==> config.mk <==
export PLATFORM = sky130hd
export DESIGN_NAME = iter_alu
export DESIGN_NICKNAME = d
export VERILOG_FILES = /design/src/rtl/alu_pkg.sv /design/src/rtl/alu_shift_step.sv /design/src/rtl/iter_alu.sv
export SDC_FILE = /design/constraint.sdc
export NUM_CORES = 1
export LEC_CHECK = 0
export CAP_MARGIN = 10
export CORE_MARGIN = 2
export CORE_UTILIZATION = 53
export CTS_BUF_LIST = sky130_fd_sc_hd__clkbuf_4 sky130_fd_sc_hd__clkbuf_8
export DETAILED_ROUTE_END_ITERATION = 16
export PLACE_DENSITY = 0.79
export SYNTH_ARGS = -nofsm -noshare
export SYNTH_HDL_FRONTEND = slang
export SYNTH_SLANG_ARGS = --single-unit
==> constraint.sdc <==
create_clock -name clk -period 4.41 [get_ports clk]
set_input_delay 1.1025 -clock clk [delete_from_list [all_inputs] [get_ports clk]]
set_output_delay 1.1025 -clock clk [all_outputs]
set_load 0.01 [all_outputs]
==> src/rtl/alu_pkg.sv <==
// Shared constants and types for the iterative integer ALU.
package alu_pkg;

  // RISC-V funct3 operation selects
  localparam logic [2:0] Funct3Add  = 3'b000;
  localparam logic [2:0] Funct3Sll  = 3'b001;
  localparam logic [2:0] Funct3Slt  = 3'b010;
  localparam logic [2:0] Funct3Sltu = 3'b011;
  localparam logic [2:0] Funct3Xor  = 3'b100;
  localparam logic [2:0] Funct3Sr   = 3'b101;
  localparam logic [2:0] Funct3Or   = 3'b110;
  localparam logic [2:0] Funct3And  = 3'b111;

  typedef enum logic [1:0] {
    StIdle  = 2'd0,
    StShift = 2'd1,
    StDone  = 2'd2
  } alu_state_e;

  // Shifts are the only multi-cycle operations
  function automatic logic is_shift_op(input logic [2:0] f3);
    return (f3 == Funct3Sll) || (f3 == Funct3Sr);
  endfunction

endpackage

==> src/rtl/alu_shift_step.sv <==
// One iteration of the serial shifter: shifts a value by a small amount.
module alu_shift_step #(
  parameter int unsigned XLEN  = 32,
  parameter int unsigned AMT_W = 6
) (
  input  logic [XLEN-1:0]  i_value,
  input  logic [AMT_W-1:0] i_amount,
  input  logic             i_left,
  input  logic             i_arith,
  output logic [XLEN-1:0]  o_value
);

  logic              w_fill;
  logic [2*XLEN-1:0] w_ext;

  // The MSB of the running value is the original sign for sra, since every earlier step
  // refilled it with that sign.
  assign w_fill = i_arith & i_value[XLEN-1];

  // Right shifts go through a double-width word so the fill bits slide in from the top
  always_comb begin
    w_ext   = {{XLEN{w_fill}}, i_value} >> i_amount;
    o_value = i_left ? (i_value << i_amount) : w_ext[XLEN-1:0];
  end

endmodule

==> src/rtl/iter_alu.sv <==
// Iterative RISC-V integer ALU: single-cycle logic/arith ops, multi-cycle serial shifts.
module iter_alu
  import alu_pkg::*;
#(
  parameter int unsigned XLEN       = 32,
  parameter int unsigned SHIFT_STEP = 1
) (
  input  logic            clk,
  input  logic            rst,
  input  logic            in_valid,
  output logic            in_ready,
  input  logic [2:0]      funct3,
  input  logic            alt,
  input  logic            is_imm,
  input  logic [XLEN-1:0] op_a,
  input  logic [XLEN-1:0] op_b,
  output logic            out_valid,
  input  logic            out_ready,
  output logic [XLEN-1:0] result
);

  localparam int unsigned ShW  = $clog2(XLEN);
  // One extra bit so a step of a full XLEN still fits
  localparam int unsigned AmtW = ShW + 1;

  alu_state_e      r_state, w_state_next;
  logic [XLEN-1:0] r_result, w_result_next;
  logic [ShW-1:0]  r_shamt, w_shamt_next;
  logic            r_left, w_left_next;
  logic            r_arith, w_arith_next;

  logic            w_accept;
  logic [ShW-1:0]  w_shamt_in;
  logic [AmtW-1:0] w_rem;
  logic [AmtW-1:0] w_step_amt;
  logic [AmtW-1:0] w_rem_after;
  logic [XLEN-1:0] w_shifted;
  logic [XLEN-1:0] w_alu;

  assign in_ready   = (r_state == StIdle) & ~rst;
  assign out_valid  = (r_state == StDone);
  assign result     = r_result;
  assign w_accept   = in_valid & in_ready;
  assign w_shamt_in = op_b[ShW-1:0];

  // Step size for this cycle: the remaining amount, capped at SHIFT_STEP
  always_comb begin
    w_rem       = AmtW'(r_shamt);
    w_step_amt  = (w_rem < AmtW'(SHIFT_STEP)) ? w_rem : AmtW'(SHIFT_STEP);
    w_rem_after = w_rem - w_step_amt;
  end

  alu_shift_step #(
    .XLEN  (XLEN),
    .AMT_W (AmtW)
  ) u_shift_step (
    .i_value  (r_result),
    .i_amount (w_step_amt),
    .i_left   (r_left),
    .i_arith  (r_arith),
    .o_value  (w_shifted)
  );

  // Single-cycle operations; unused alt encodings fall back to the alt=0 operation
  always_comb begin
    w_alu = '0;
    unique case (funct3)
      Funct3Add:  w_alu = (alt && !is_imm) ? (op_a - op_b) : (op_a + op_b);
      Funct3Slt:  w_alu = {{(XLEN-1){1'b0}}, ($signed(op_a) < $signed(op_b))};
      Funct3Sltu: w_alu = {{(XLEN-1){1'b0}}, (op_a < op_b)};
      Funct3Xor:  w_alu = op_a ^ op_b;
      Funct3Or:   w_alu = op_a | op_b;
      Funct3And:  w_alu = op_a & op_b;
      default:    w_alu = '0;
    endcase
  end

  // Next-state logic: capture on accept, iterate the shifter, hold the result until taken
  always_comb begin
    w_state_next  = r_state;
    w_result_next = r_result;
    w_shamt_next  = r_shamt;
    w_left_next   = r_left;
    w_arith_next  = r_arith;
    unique case (r_state)
      StIdle: begin
        if (w_accept) begin
          w_left_next  = (funct3 == Funct3Sll);
          w_arith_next = (funct3 == Funct3Sr) && alt;
          if (is_shift_op(funct3)) begin
            w_result_next = op_a;
            w_shamt_next  = w_shamt_in;
            w_state_next  = (w_shamt_in == '0) ? StDone : StShift;
          end else begin
            w_result_next = w_alu;
            w_shamt_next  = '0;
            w_state_next  = StDone;
          end
        end
      end
      StShift: begin
        w_result_next = w_shifted;
        w_shamt_next  = w_rem_after[ShW-1:0];
        if (w_rem_after == '0) begin
          w_state_next = StDone;
        end
      end
      StDone: begin
        if (out_ready) begin
          w_state_next = StIdle;
        end
      end
      default: w_state_next = StIdle;
    endcase
  end

  // State and datapath registers; reset drops any operation in flight
  always_ff @(posedge clk or posedge rst) begin
    if (rst) begin
      r_state  <= StIdle;
      r_result <= '0;
      r_shamt  <= '0;
      r_left   <= 1'b0;
      r_arith  <= 1'b0;
    end else begin
      r_state  <= w_state_next;
      r_result <= w_result_next;
      r_shamt  <= w_shamt_next;
      r_left   <= w_left_next;
      r_arith  <= w_arith_next;
    end
  end

endmodule

# [Word-level counts from Yosys, hierarchy flattened]
# Cells that the tools add are included.
[op_classes] add_sub_neg=3 n_lt_le_gt_ge=3 reduce_logical=12 shift=2 muxes=16 n_eq_ne=12 n_bitwise=7
[ops] cell="$pmux W32 S6" count=1
[ops] cell="$mux W32" count=4
[ops] cell="$lt A32 B32 Y1" count=2
[ops] cell="$pmux W32 S2" count=1
[ops] cell="$shr A64 B5 Y32" count=1
[ops] cell="$add A32 B32 Y32" count=1
[ops] cell="$and A32 B32 Y32" count=1
[ops] cell="$or A32 B32 Y32" count=1
[ops] cell="$shl A32 B5 Y32" count=1
[ops] cell="$sub A32 B32 Y32" count=1
[ops] cell="$xor A32 B32 Y32" count=1
[ops] cell="$mux W5" count=3
[ops] cell="$eq A3 B3 Y1 const B" count=4
[ops] cell="$mux W2" count=5
[ops] cell="$pmux W5 S2" count=1
[ops] cell="$eq A3 B2 Y1 const B" count=2
[ops] cell="$logic_not A6 Y1" count=1
[ops] cell="$pmux W2 S3" count=1
[ops] cell="$sub A5 B5 Y6" count=1
[ops] cell="$logic_not A5 Y1" count=1
[ops] cell="$lt A5 B1 Y1 const B" count=1
[ops] cell="$ne A2 B2 Y1 const B" count=2
[ops] cell="$reduce_and A2 Y1" count=2
[ops] cell="$and A1 B1 Y1" count=3
[ops] cell="12 further kinds" count=13
[totals] regBits=41 word_cells=60 out_inout_bits=34

# [Depth between registers and ports, before layout]
[depth] ltp_word=7 ltp_mapped=12 ltp_nobuf=12

# [Modules after synthesis]
# From an unflattened synthesis, not the netlist that was laid out.
[unflattened] cells_unflattened=1646 hier_area_um2=11583.6
[modules_own_cells] module="iter_alu" n_inst=1 cells_per_inst=972 seq_area_each_um2=1026.0 area_per_inst_um2=6870.3
[modules_own_cells] module="alu_shift_step" n_inst=1 cells_per_inst=674 seq_area_each_um2=0.0 area_per_inst_um2=4713.3

# [Worst setup path before layout]
# No wires, ideal clock.
[synth_timing] path_type="input to register" from="input port op_b[8]" to="register r_result[29] (netlist: result[29])" t_arrival_ps=3551 cell_stages=12 slack_ps=790 setup_time_ps=69 cell_sequence="inv_1 -> ha_1 -> buf_6 -> inv_2 -> or4b_4 -> o21ai_2 -> a2111oi_2 -> nor4_4 -> a21oi_2 -> or3_1 -> a2111o_1 -> nand3_1"
[synth_via] elab_chain_len=6
[synth_lines] element="start: declaration" line_no="iter_alu.sv:16" text="input logic [XLEN-1:0] op_b,"
[synth_lines] element="$add A32 B32 Y32 or $sub A32 B32 Y32 (tied branches)" line_no="iter_alu.sv:68" text="Funct3Add: w_alu = (alt && !is_imm) ? (op_a - op_b) : (op_a + op_b);"
[synth_lines] element="$mux W32 (*)" line_no="iter_alu.sv:68"
[synth_lines] element="$pmux W32 S6 (*)" line_no="iter_alu.sv:67" text="unique case (funct3)"
[synth_lines] element="$mux W32 (*)" line_no="iter_alu.sv:90" text="if (is_shift_op(funct3)) begin"
[synth_lines] element="$mux W32 (*)" line_no="iter_alu.sv:87" text="if (w_accept) begin"
[synth_lines] element="$pmux W32 S2 (*)" line_no="iter_alu.sv:85" text="unique case (r_state)"
[synth_lines] element="end signal: assignment" line_no="iter_alu.sv:127" text="r_result <= w_result_next;"
[synth_lines] element="end: declaration" line_no="iter_alu.sv:27" text="logic [XLEN-1:0] r_result, w_result_next;"
# Mark *: on every way between the ends. The rest lies on a longest branch, timed or not. The select of a mux whose other input is x is not followed.
# A chain may end at the register's enable or synchronous reset.

# [Worst setup path in the final report]
[layout_timing] from="input port op_a[0]" to="register r_result[28] (netlist: result[28])"
[layout_via] elab_chain_len=6
[layout_lines] element="start: declaration" line_no="iter_alu.sv:15" text="input logic [XLEN-1:0] op_a,"
[layout_lines] element="$add A32 B32 Y32 or $sub A32 B32 Y32 (tied branches)" line_no="iter_alu.sv:68"
[layout_lines] element="$mux W32 (*)" line_no="iter_alu.sv:68"
[layout_lines] element="$pmux W32 S6 (*)" line_no="iter_alu.sv:67"
[layout_lines] element="$mux W32 (*)" line_no="iter_alu.sv:90"
[layout_lines] element="$mux W32 (*)" line_no="iter_alu.sv:87"
[layout_lines] element="$pmux W32 S2 (*)" line_no="iter_alu.sv:85"
# Marks and branches as above.

==> flow_metrics.py <==
metrics = {
    "sta": {
        "timing.final.crit_share": 0.923,
        "tightest_slew_ns": 1.02,
        "rsz0062_at_grt": "no",
        "fmax_mhz": 246,
        "drv_slew": 0,
        "fin_skew_ns": 0.0116,
        "fin_setup_tns_ns": 0,
        "fin_crit_ns": 4.07,
        "hold_viol": 0,
        "setup_ws_ns": 0.338,
        "max_slew_margin": 0.315,
        "finalSetupViolCount": 0,
    },
    "floorplanning": {
        "die_width_um": 124,
        "coreArea_um2": 14400,
        "start_util": 0.535,
        "io_pins": 107,
        "dieArea_um2": 15500,
        "die_y_um": 124,
        "row_count": 44,
    },
    "synthesis": {
        "synthesis.instances": 1111,
        "yosys-top-cells-count": "131 x a21oi_1, 100 x inv_1, 98 x nor2_1",
        "synth-seq-cells": 41,
        "seq_area_frac_synth": 0.133,
        "synth_warnings": 0,
        "async_flop_share": 1.00,
        "synth_edf_count": 0,
        "synth.most_common_cell": "a21oi_1",
        "netlist_area_um2": 7690,
        "synth_top_area_cell": "ha_1",
        "syn_nets": 1283,
        "dominantRegCellSynth": "dfrtp_1",
        "synth_top_area_frac": 0.158,
        "synthDistinctLibCells": 73,
        "synth_area_leaders": "ha_1 16%, dfrtp_1 13%, a21oi_1 8.5%, o21ai_0 6.1%, inv_1 4.9%",
        "avgSynthCellArea_um2": 6.92,
    },
    "pwr": {
        "power_w": 0.00309,
        "p_leak_nw": 4.09,
        "ir_worst_vdd_uv": 150,
        "power.density_nw_per_um2": 332,
    },
    "setup_path": {
        "cp.required_ns": 4.60,
        "crit_fanout": 3,
        "crit_start": "op_a[0]",
        "crit_buf_inv": 2,
        "critPathTopFamily": "compound AO/OA/AOI/OAI gates",
        "critPathCapture": "result[28]",
        "max_stage_delay_ns": 0.54,
        "crit_cells": 13,
        "reg2reg_depth": 7,
        "critPathKind": "input port to flip-flop",
        "start_kind": "input port",
        "timing.rr.end": "result[31]",
        "arrival_ns": 4.26,
        "end_kind": "flip-flop",
        "critPathMostFrequentCell": "nand3_1",
        "crit_chain": "clkdlybuf4s50_1 > inv_1 > ha_1 > fa_1 > o21ba_2 > nor3_1 > o21ai_0 > a211o_1 > nand3_1 > a31oi_1 > o41ai_1 > or4_1 > nand3_1",
        "reg2reg_setup_slack_ns": 1.70,
        "r2r-start": "r_shamt[2]",
        "critical_path.slowest_cell": "clkdlybuf4s50_1",
    },
    "drt": {
        "via_per_inst": 6.70,
        "dr.first_iter.drc_count": 1388,
        "routed_wl_um": 29600,
        "via_count": 9405,
        "route.detailed.drc": 0,
        "firstDrtPassIters": 6,
        "wl_per_cell_um": 21.1,
        "detail-route-antenna-nets": 0,
    },
    "grt": {
        "grt_util_all_layers": 0.369,
        "grt_pass1_vias": 8756,
        "use_met3": 0.0790,
        "grt-busiest-layer": "met2",
        "antenna_found_initial": 0,
        "grt_pass1_wl_um": 46700,
        "globalRouteMet1Util": 0.505,
        "met2_usage": 0.576,
        "grt_max_degree": 38,
        "globalRoute.totalOverflow": 0,
    },
    "cts": {
        "ctsResizeCount": 0,
        "post_cts_buffers": 0,
        "clock-sinks": 41,
        "htree_levels": 2,
        "clock_latency_ns": 0.32,
        "hold_buffers": 0,
        "cts_tree": "done",
        "path_clk_slew_ns": 0.09,
        "cts_buffer_depth": 2,
        "cts_made_buffers": 5,
        "cts_root_buf": "clkbuf_8",
    },
    "final_layout": {
        "drive_gt1_frac": 0.0852,
        "antenna_cells": 0,
        "area_growth_pct": 21.0,
        "nNetsFinal": 1392,
    },
    "flow_run": {
        "drv_cap": 0,
    },
    "placement": {
        "gp_congestion": 1.06,
        "placement.io_buffers": 106,
        "place_ws_ns": 0.0557,
        "place_hpwl_um": 22500,
    },
    "status": {
        "status": "finished clean",
    },
    "min_path": {
        "hold_class": "flip-flop to flip-flop",
    },
}
[how the worst min path moves through the flow]
stage | endpoint | start | slack (ns) | cells past startpoint
final | r_arith | r_arith | 0.50 | 2
after global routing | r_arith | r_arith | 0.57 | 2
after CTS | r_arith | r_arith | 0.50 | 2
after detailed placement | r_arith | r_arith | 0.48 | 2
after global placement | r_arith | r_arith | 0.47 | 2
after floorplan | r_arith | r_arith | 0.44 | 2
[layout by cell type (no fill, tap or decap), types with 7 or more instances in the layout]
| cell | count |
|---|---|
| or3_1 | 15 |
| o22ai_1 | 18 |
| nand3_1 | 26 |
| nor2_1 | 98 |
| o221ai_1 | 13 |
| nand4_1 | 7 |
| nor2b_1 | 8 |
| mux2i_1 | 28 |
| a22oi_1 | 8 |
| nand2_1 | 84 |
| a21o_1 | 17 |
| xnor2_1 | 14 |
| nor4_1 | 13 |
| o21ai_0 | 94 |
| clkdlybuf4s50_1 | 105 |
| inv_1 | 99 |
| buf_4 | 69 |
| a31oi_1 | 13 |
| o21a_1 | 10 |
| nand2b_1 | 10 |
| o211ai_1 | 15 |
| or4_1 | 8 |
| nor3_1 | 34 |
| a21oi_1 | 131 |
| o21bai_1 | 7 |
| a211oi_1 | 17 |
| ha_1 | 97 |
| o31ai_1 | 8 |
| dfrtp_1 | 41 |
[per-layer routing]
layer  routed length [um]  up-vias
met5                    0        -
met3                 3770      134
met2                12600      715
met4                 1150        0
li1                     -     4249
met1                12100     4307
[logic make-up (layout without fill, tap and decap cells)]
family | Yosys count | count (layout) | synth area share
mux | 34 | 34 | 0.0452
xor+xnor | 17 | 17 | 0.0194
flops | 41 | 41 | 0.133
fa+ha+maj | 99 | 99 | 0.163
compound gates | 420 | 420 | 0.349
buf+inv | 175 | 284 | 0.0883
simple gates | 325 | 325 | 0.202
[metrics by stage]
step | cells | hold WS [ns] | instance area (um^2) | util
3_3_place_gp | 1397 | 0.473 | 9200 | 0.640
4_1_cts | 1404 | 0.500 | 9310 | 0.648
3_5_place_dp | 1397 | 0.480 | 9200 | 0.640
2_1_floorplan | 1111 | 0.445 | 7690 | -
6_report | 1404 | 0.501 | 9310 | 0.648
5_1_grt | 1404 | 0.565 | 9310 | 0.648
[worst min-delay path, stage by stage, from the launching register on]
cell and delay [ns]:
dfrtp_1 0.36, nand2_1 0.05, o21ai_0 0.06
[registers in the layout, indices dropped and copies added, names as in the netlist]
| name | count |
|---|---|
| r_arith | 1 |
| r_left | 1 |
| r_shamt | 5 |
| r_state | 2 |
| result | 32 |
[power by group]
group          switching, W  internal (W)
Clock              0.000157      0.000165
Combinational       0.00105      0.000899
Sequential         0.000280      0.000546
Total               0.00148       0.00161
[final cells by class]
cell class,instances,area (um^2)
clock buffer,5,68.8
multi-input combinational,895,5990
fill,1344,5060
tap,184,230
inverter,102,383
sequential,41,1030
timing repair buffer,175,1570
clock inverter,2,35.0
No activity file was read; power rests on OpenSTA's default activity.
